<file path="config.mk">
export PLATFORM = sky130hd
export DESIGN_NAME = window_scanner
export DESIGN_NICKNAME = d
export VERILOG_FILES = /design/src/rtl/cascade_pkg.sv /design/src/rtl/step_counter.sv /design/src/rtl/window_scanner.sv
export SDC_FILE = /design/constraint.sdc
export NUM_CORES = 1
export LEC_CHECK = 0
export ABC_CLOCK_PERIOD_IN_PS = 5200
export BUFFER_PORTS_ARGS = -buffer_cell sky130_fd_sc_hd__buf_2
export CAP_MARGIN = 15
export CORE_AREA = 2 2 46 48
export DETAILED_ROUTE_END_ITERATION = 12
export DIE_AREA = 0 0 48 50
export GPL_ROUTABILITY_DRIVEN = 0
export HOLD_SLACK_MARGIN = 0.02
export MAX_ROUTING_LAYER = met4
export PLACE_DENSITY = 0.75
export SETUP_SLACK_MARGIN = 0.05
export SYNTH_ARGS = -nofsm -noshare
export SYNTH_HDL_FRONTEND = slang
export SYNTH_SLANG_ARGS = --single-unit
</file>
<file path="constraint.sdc">
create_clock -name clk -period 5.2 [get_ports clk]
set_input_delay 1.3 -clock clk [delete_from_list [all_inputs] [get_ports clk]]
set_output_delay 1.3 -clock clk [all_outputs]
set_load 0.01 [all_outputs]
</file>
<file path="src/rtl/cascade_pkg.sv">
// rtl/cascade_pkg.sv - shared types for the cascade window-position path
package cascade_pkg;

  // Default image geometry used to size the shared position types.
  localparam int DEF_IMG_WIDTH  = 45;
  localparam int DEF_IMG_HEIGHT = 45;
  localparam int POS_W_X        = $clog2(DEF_IMG_WIDTH);
  localparam int POS_W_Y        = $clog2(DEF_IMG_HEIGHT);

  typedef logic [POS_W_X-1:0] pos_x_t;
  typedef logic [POS_W_Y-1:0] pos_y_t;

  typedef enum logic [1:0] {
    IDLE = 2'd0,
    SCAN = 2'd1,
    DONE = 2'd2
  } scan_state_t;

endpackage

</file>
<file path="src/rtl/step_counter.sv">
// rtl/step_counter.sv - strided position counter that wraps to 0 past MAX
module step_counter #(
  parameter int MAX  = 21,
  parameter int STEP = 1,
  parameter int W    = 6
) (
  input  logic         clk,
  input  logic         rst,
  input  logic         clr,
  input  logic         inc,
  output logic [W-1:0] value,
  output logic         wrap
);

  // Compare one bit wider than the value so value+STEP cannot wrap first.
  localparam logic [W:0] STEP_W = (W+1)'(STEP);
  localparam logic [W:0] MAX_W  = (W+1)'(MAX);

  logic [W:0] next_value;

  // wrap flags that the current value is the final position of the row/column.
  always_comb begin
    next_value = {1'b0, value} + STEP_W;
    wrap       = (next_value > MAX_W);
  end

  // Advance by STEP on inc, returning to 0 after the final position.
  always_ff @(posedge clk) begin
    if (rst || clr) begin
      value <= '0;
    end else if (inc) begin
      value <= wrap ? '0 : next_value[W-1:0];
    end
  end

endmodule

</file>
<file path="src/rtl/window_scanner.sv">
// rtl/window_scanner.sv - raster window-origin generator; option WINDOW_SCANNER_LAST_EN adds window_pos_last
module window_scanner
  import cascade_pkg::*;
#(
  parameter int IMG_WIDTH  = 45,
  parameter int IMG_HEIGHT = 45,
  parameter int WIN_WIDTH  = 24,
  parameter int WIN_HEIGHT = 24,
  parameter int STEP_X     = 1,
  parameter int STEP_Y     = 1,
  localparam int W_X       = $clog2(IMG_WIDTH),
  localparam int W_Y       = $clog2(IMG_HEIGHT)
) (
  input  logic           clk,
  input  logic           rst,
  input  logic           start,
  output logic           busy,
  output logic           done,
  output logic           window_pos_valid,
  input  logic           window_pos_ready,
  output logic [W_X-1:0] window_pos_x,
  output logic [W_Y-1:0] window_pos_y
`ifdef WINDOW_SCANNER_LAST_EN
  ,
  output logic           window_pos_last
`endif
);

  localparam int MAX_X = IMG_WIDTH - WIN_WIDTH;
  localparam int MAX_Y = IMG_HEIGHT - WIN_HEIGHT;

  if (MAX_X < 0) begin : g_bad_width
    $error("window_scanner: WIN_WIDTH exceeds IMG_WIDTH");
  end
  if (MAX_Y < 0) begin : g_bad_height
    $error("window_scanner: WIN_HEIGHT exceeds IMG_HEIGHT");
  end
  if (STEP_X == 0 || STEP_Y == 0) begin : g_bad_step
    $error("window_scanner: STEP_X and STEP_Y must be non-zero");
  end

  scan_state_t state, state_next;
  logic        handshake;
  logic        x_wrap, y_wrap;
  logic        cnt_clr;

  assign handshake = window_pos_valid & window_pos_ready;
  assign cnt_clr   = (state != SCAN);

  step_counter #(.MAX(MAX_X), .STEP(STEP_X), .W(W_X)) u_x_cnt (
    .clk   (clk),
    .rst   (rst),
    .clr   (cnt_clr),
    .inc   (handshake),
    .value (window_pos_x),
    .wrap  (x_wrap)
  );

  step_counter #(.MAX(MAX_Y), .STEP(STEP_Y), .W(W_Y)) u_y_cnt (
    .clk   (clk),
    .rst   (rst),
    .clr   (cnt_clr),
    .inc   (handshake & x_wrap),
    .value (window_pos_y),
    .wrap  (y_wrap)
  );

  // State register; reset aborts any scan without a done pulse.
  always_ff @(posedge clk) begin
    if (rst) begin
      state <= IDLE;
    end else begin
      state <= state_next;
    end
  end

  // Next state and state-decoded outputs.
  always_comb begin
    state_next       = state;
    busy             = 1'b0;
    done             = 1'b0;
    window_pos_valid = 1'b0;
    unique case (state)
      IDLE: begin
        if (start) state_next = SCAN;
      end
      SCAN: begin
        busy             = 1'b1;
        window_pos_valid = 1'b1;
        if (handshake && x_wrap && y_wrap) state_next = DONE;
      end
      DONE: begin
        done       = 1'b1;
        state_next = IDLE;
      end
      default: state_next = IDLE;
    endcase
  end

`ifdef WINDOW_SCANNER_LAST_EN
  // Final origin is the one where both counters sit on their last position.
  always_comb begin
    window_pos_last = (state == SCAN) && x_wrap && y_wrap;
  end
`endif

endmodule

</file>
==> After elaboration in Yosys (flattened, before gate mapping) <==
Index checks and enable logic that the tools add are counted.
{ "totals": {"register_bits": 14, "input_bits": 4, "word_cells": 26} }
{ "classes": {"add_sub_neg": 2, "n_lt_le_gt_ge": 2, "eq_ne": 5, "n_mux": 7, "bitwise": 2, "reduce_logical": 5} }
{ "op_table": {"columns": ["cell", "count"], "rows": [
  ["$add A6 B1 Y7 const B", 2],
  ["$gt A7 B5 Y1 const B", 2],
  ["$mux W6", 2],
  ["$mux W2", 2],
  ["$ne A2 B2 Y1 const B", 2],
  ["$pmux W2 S2", 1],
  ["$and A1 B1 Y1", 2],
  ["$eq A2 B1 Y1 const B", 1],
  ["$eq A2 B2 Y1 const B", 1],
  ["$logic_and A1 B1 Y1", 2],
  ["$logic_not A2 Y1", 1],
  ["$mux W1", 2],
  ["$ne A2 B1 Y1 const B", 1],
  ["$reduce_and A2 Y1", 1],
  ["$logic_or A1 B1 Y1", 1]
]} }

==> Logic depth before layout (Yosys ltp) <==
{ "logic_depth": {"ltp_word": 7, "depth_mapped": 9} }

==> By module <==
A second synthesis with hierarchy kept.
{ "unflattened": {"cells_unflattened": 133, "hier_area_um2": 1107.3} }
{ "modules_own_cells": {"columns": ["module", "n_inst", "cells_each", "area_per_inst_um2", "seq_area_each_um2"], "rows": [
  ["step_counter", 2, 60, 491.7, 120.1],
  ["window_scanner", 1, 13, 123.9, 40.0]
]} }

==> Worst setup path before layout <==
OpenSTA, ideal clock, no wires.
{ "synth_path": {"path_type": "reg2out", "from": "register state[0]", "to": "output window_pos_valid", "arrival_ns": 0.838, "required_time_ns": 3.900, "setup_slack_ns": 3.062, "path_stages_with_launch": 3, "path_cell_list": "dfxtp_1 nor2b_1 buf_4"} }
{ "synth_via": {"elab_chain_cells": 2} }
{ "synth_rtl": {"columns": ["element", "line_no", "rtl"], "rows": [
  ["start, declared", "window_scanner.sv:42", "scan_state_t state, state_next;"],
  ["start signal, assigned", "window_scanner.sv:73", "state <= state_next;"],
  ["$eq A2 B1 Y1", null, null],
  ["$mux W1", null, null],
  ["end, declared", "window_scanner.sv:19", "output logic window_pos_valid,"]
]} }
Every way passes these cells.

==> Final worst setup path <==
{ "layout_path": {"from": "register u_x_cnt.value[0]", "to": "register u_y_cnt.value[0]"} }
{ "layout_via": {"elab_chain_cells": 3} }
{ "layout_rtl": {"columns": ["element", "line_no", "rtl"], "rows": [
  ["start, declared", "step_counter.sv:11", "output logic [W-1:0] value,"],
  ["start signal, assigned", "step_counter.sv:32", "value <= wrap ? '0 : next_value[W-1:0];"],
  ["$add A6 B1 Y7", "step_counter.sv:23", "next_value = {1'b0, value} + STEP_W;"],
  ["$gt A7 B5 Y1", "step_counter.sv:24", "wrap = (next_value > MAX_W);"],
  ["$and A1 B1 Y1", "window_scanner.sv:63", ".inc (handshake & x_wrap),"],
  ["end signal, assigned", "step_counter.sv:32", null],
  ["end, declared", "step_counter.sv:11", null]
]} }
Every way passes these cells.
A chain may end at the register's enable or synchronous reset.

==> impl_results.md <==
- Via density per instance: 5.81
- Number of failing hold endpoints at the final stage: 0
- Cells after DPL: 157
- Buffers inserted by post-CTS timing repair: 0
- Final setup vio count: 0
- Source of the worst hold timing path: state[1]
- Startpoint of the most critical setup path: u_x_cnt.value[0]
- Warnings, synthesis: 0
- Post-layout minimum cycle time: 2520 ps
- Synthesized area: 976 um2
- Largest net degree at the start of global routing: 21
- Transition time of the tightest slew-check pin: 641 ps
- Peak per-stage delay on the critical path: 630 ps
- DP Worst Slack: 2720 ps
- Count of distinct cell types in the synthesized netlist: 42
- Clock transition at the registers of the reported paths: 90 ps
- Clock buffers created by TritonCTS: 3
- Global-route wire length before repair: 3.50 mm
- Mapped Nets: 129
- Data arrival, critical path: 2740 ps
- Floorplan die area: 2400 um2
- Post-DP HPWL: 1.49 mm
- Per-cell routed wire length: 12.9 um
- Worst Hold Class: reg2reg
- NetSw: 45.5 uW
- Fraction of final layout cells with drive strength greater than 1: 0.224
- Average size of a mapped cell: 8.07 um2
- Number of diodes: 0
- Kind of end point of the critical path: register
- CTS Buffer Depth: 2
- RSZ-0062 raised after global routing: no
- Commonest cells after routing, fill and taps aside: sky130_fd_sc_hd__buf_2 (18), sky130_fd_sc_hd__dfxtp_1 (14), sky130_fd_sc_hd__nand3_1 (9), sky130_fd_sc_hd__a21oi_1 (9)
- Leak Pwr: 0.403 nW
- Required time at the endpoint of the critical path: 5410 ps
- Final Max Tran Viols: 0
- Input/output buffers: 18
- Power per Cell Area: 184 nW/um2
- Layout Area Growth over Synthesis: 11.2%
- Number of ports placed on the die boundary: 19
- Share of the cycle needed by the critical path after routing: 0.485
- Commonest register cell after synthesis: sky130_fd_sc_hd__dfxtp_1
- Fraction of power consumed by combinational cells: 0.052
- Total number of H-tree levels: 1
- Chip height: 50 um
- Critical setup path kind: reg2reg
- Post-layout nets: 143
- Seq cells post-synth: 14
- Post-route antenna net violation count: 0
- Reg2Reg Capture Point: u_y_cnt.value[0]
- Worst hold slack after final layout: 462 ps
- Initial Utilization: 0.513
- Total iterations of the first detailed-routing run: 4
- Post-synthesis async set-or-reset flop share: 0
- Final setup slack of the worst path: 2680 ps
- Sequence of cells on the critical path: ha_1 > nor2b_1 > o21ai_0 > nor3_1 > o41a_1 > or4b_1 > a21oi_1
- Overall via count from detail_route: 936
- Achievable frequency: 0.396 GHz
- Worst hold path stage count: 1
- CTS root buffer: sky130_fd_sc_hd__clkbuf_4
- Number of instances in the synthesized netlist: 121
- Total negative setup slack: 0 ps
- Total routing resource utilization after global routing: 0.200
- Total global routing overflow: 0
- Total Wirelength: 2.08 mm
- Clock tree from TritonCTS: done
- Clock group share of total power: 0.404
- Portion of the post-synthesis area used by sequential elements: 0.287
- Final setup skew: 4.42 ps
- Number of hold buffers added after CTS: 0
- Sw Ratio: 0.228
- Number of enable-type register cells in the synthesized netlist: 0
- First DRT Iteration DRCs: 17
- Max Cap Violations: 0
- Worst reg2reg path startpoint: u_x_cnt.value[0]
- Via count of the first global-routing pass: 819
- Hold endpoint: state[0]
- Library cell contributing the largest single delay on the critical path: sky130_fd_sc_hd__o41a_1
- Core Util, Final: 0.570
- Reg2reg path depth: 7
- Worst setup slack for register-to-register paths: 2680 ps
- Number of sinks handled by clock tree synthesis: 14
- Max-Slew Margin vs Limit: 0.573
- Width of the chip: 48 um
- Skew-Pair Late Insertion Delay: 290 ps
- Largest voltage drop on the vdd net: 0.000127 V
- Non-Filler Instances: 161
- Core Box Area: 1900 um2
- CTS resizes: 0
- Core Rows: 16
- Most common cell after layout, fill and taps aside: sky130_fd_sc_hd__buf_2
- Crit start category: register
- Run status: completed
- Sequential cell fraction of total power: 0.544
- Max FO, Critical Path: 20
- Number of design rule violations left after detail routing: 0
- Power Internal: 154 uW
- Antenna violations before repair: 0
[sequential cells by signal, indices dropped and copies added (netlist names)]
name           count
state              2
u_y_cnt.value      6
u_x_cnt.value      6
[per-layer routing]
metal / part of all wire / routed length, um / GRT usage
met3: 0.035 / 72 / 0.0256
met4: 0.022 / 46 / 0.0721
met2: 0.43 / 886 / 0.271
met1: 0.52 / 1080 / 0.299
met5: 0 / 0 / -
[Yosys cell counts (all sizes together), types with 2 or more instances]
cell type   n  area, um2
a21oi       9       45.0
a31oi       4       25.0
and2        2       12.5
and3        2       17.5
buf         7       43.8
clkbuf      2       7.51
dfxtp      14        280
ha          4       50.1
inv         6       22.5
nand2       6       22.5
nand2b      6       37.5
nand3      10       55.1
nand4b      4       35.0
nor2        6       30.0
nor2b       6       37.5
nor3        5       25.0
nor3b       3       22.5
nor4        2       12.5
o21ai       4       20.0
o31ai       3       22.5
[how the worst max path moves through the flow]
| stage | end |
|---|---|
| after CTS | u_y_cnt.value[0] |
| after global placement | u_y_cnt.value[0] |
| after floorplan | window_pos_valid |
| final | u_y_cnt.value[0] |
| after detailed placement | u_y_cnt.value[0] |
| after global routing | u_y_cnt.value[0] |
[per-stage QoR]
step	total power [mW]	area, um2
2_1_floorplan	0.119	976
3_3_place_gp	0.121	1050
3_5_place_dp	0.122	1050
4_1_cts	0.200	1080
5_1_grt	0.204	1080
6_report	0.200	1080
[power groups by stage]
stage	clock network, mW	logic, mW	registers [mW]
floorplan	0	0.00758	0.111
global placement	0	0.0101	0.111
detailed placement	0	0.0105	0.111
CTS	0.0811	0.0105	0.109
global route	0.0832	0.0117	0.109
finish	0.0807	0.0104	0.109
[kinds of logic after synthesis]
| group | Yosys count | share of synthesized area |
|---|---|---|
| compound gates | 30 | 0.218 |
| buf+inv | 15 | 0.0756 |
| fa+ha+maj | 4 | 0.0513 |
| simple gates | 56 | 0.346 |
| mux | 2 | 0.0218 |
| flops | 14 | 0.287 |
[critical path: cells and delay by family (launching register included)]
kind | cells | cell delay [ps]
and+or+nand+nor | 3 | 820
AOI/OAI and AO/OA | 3 | 970
adders and majority gates | 1 | 290
DFF | 1 | 370
[final cells by class]
type | instances | area (um2)
flip-flops and latches | 14 | 280
fillers | 180 | 817
repair buffers | 18 | 90.1
inverters | 6 | 22.5
clock buffers | 4 | 36.3
multi-input cells | 92 | 622
well taps | 27 | 33.8
No activity file was read; power rests on OpenSTA's default activity.
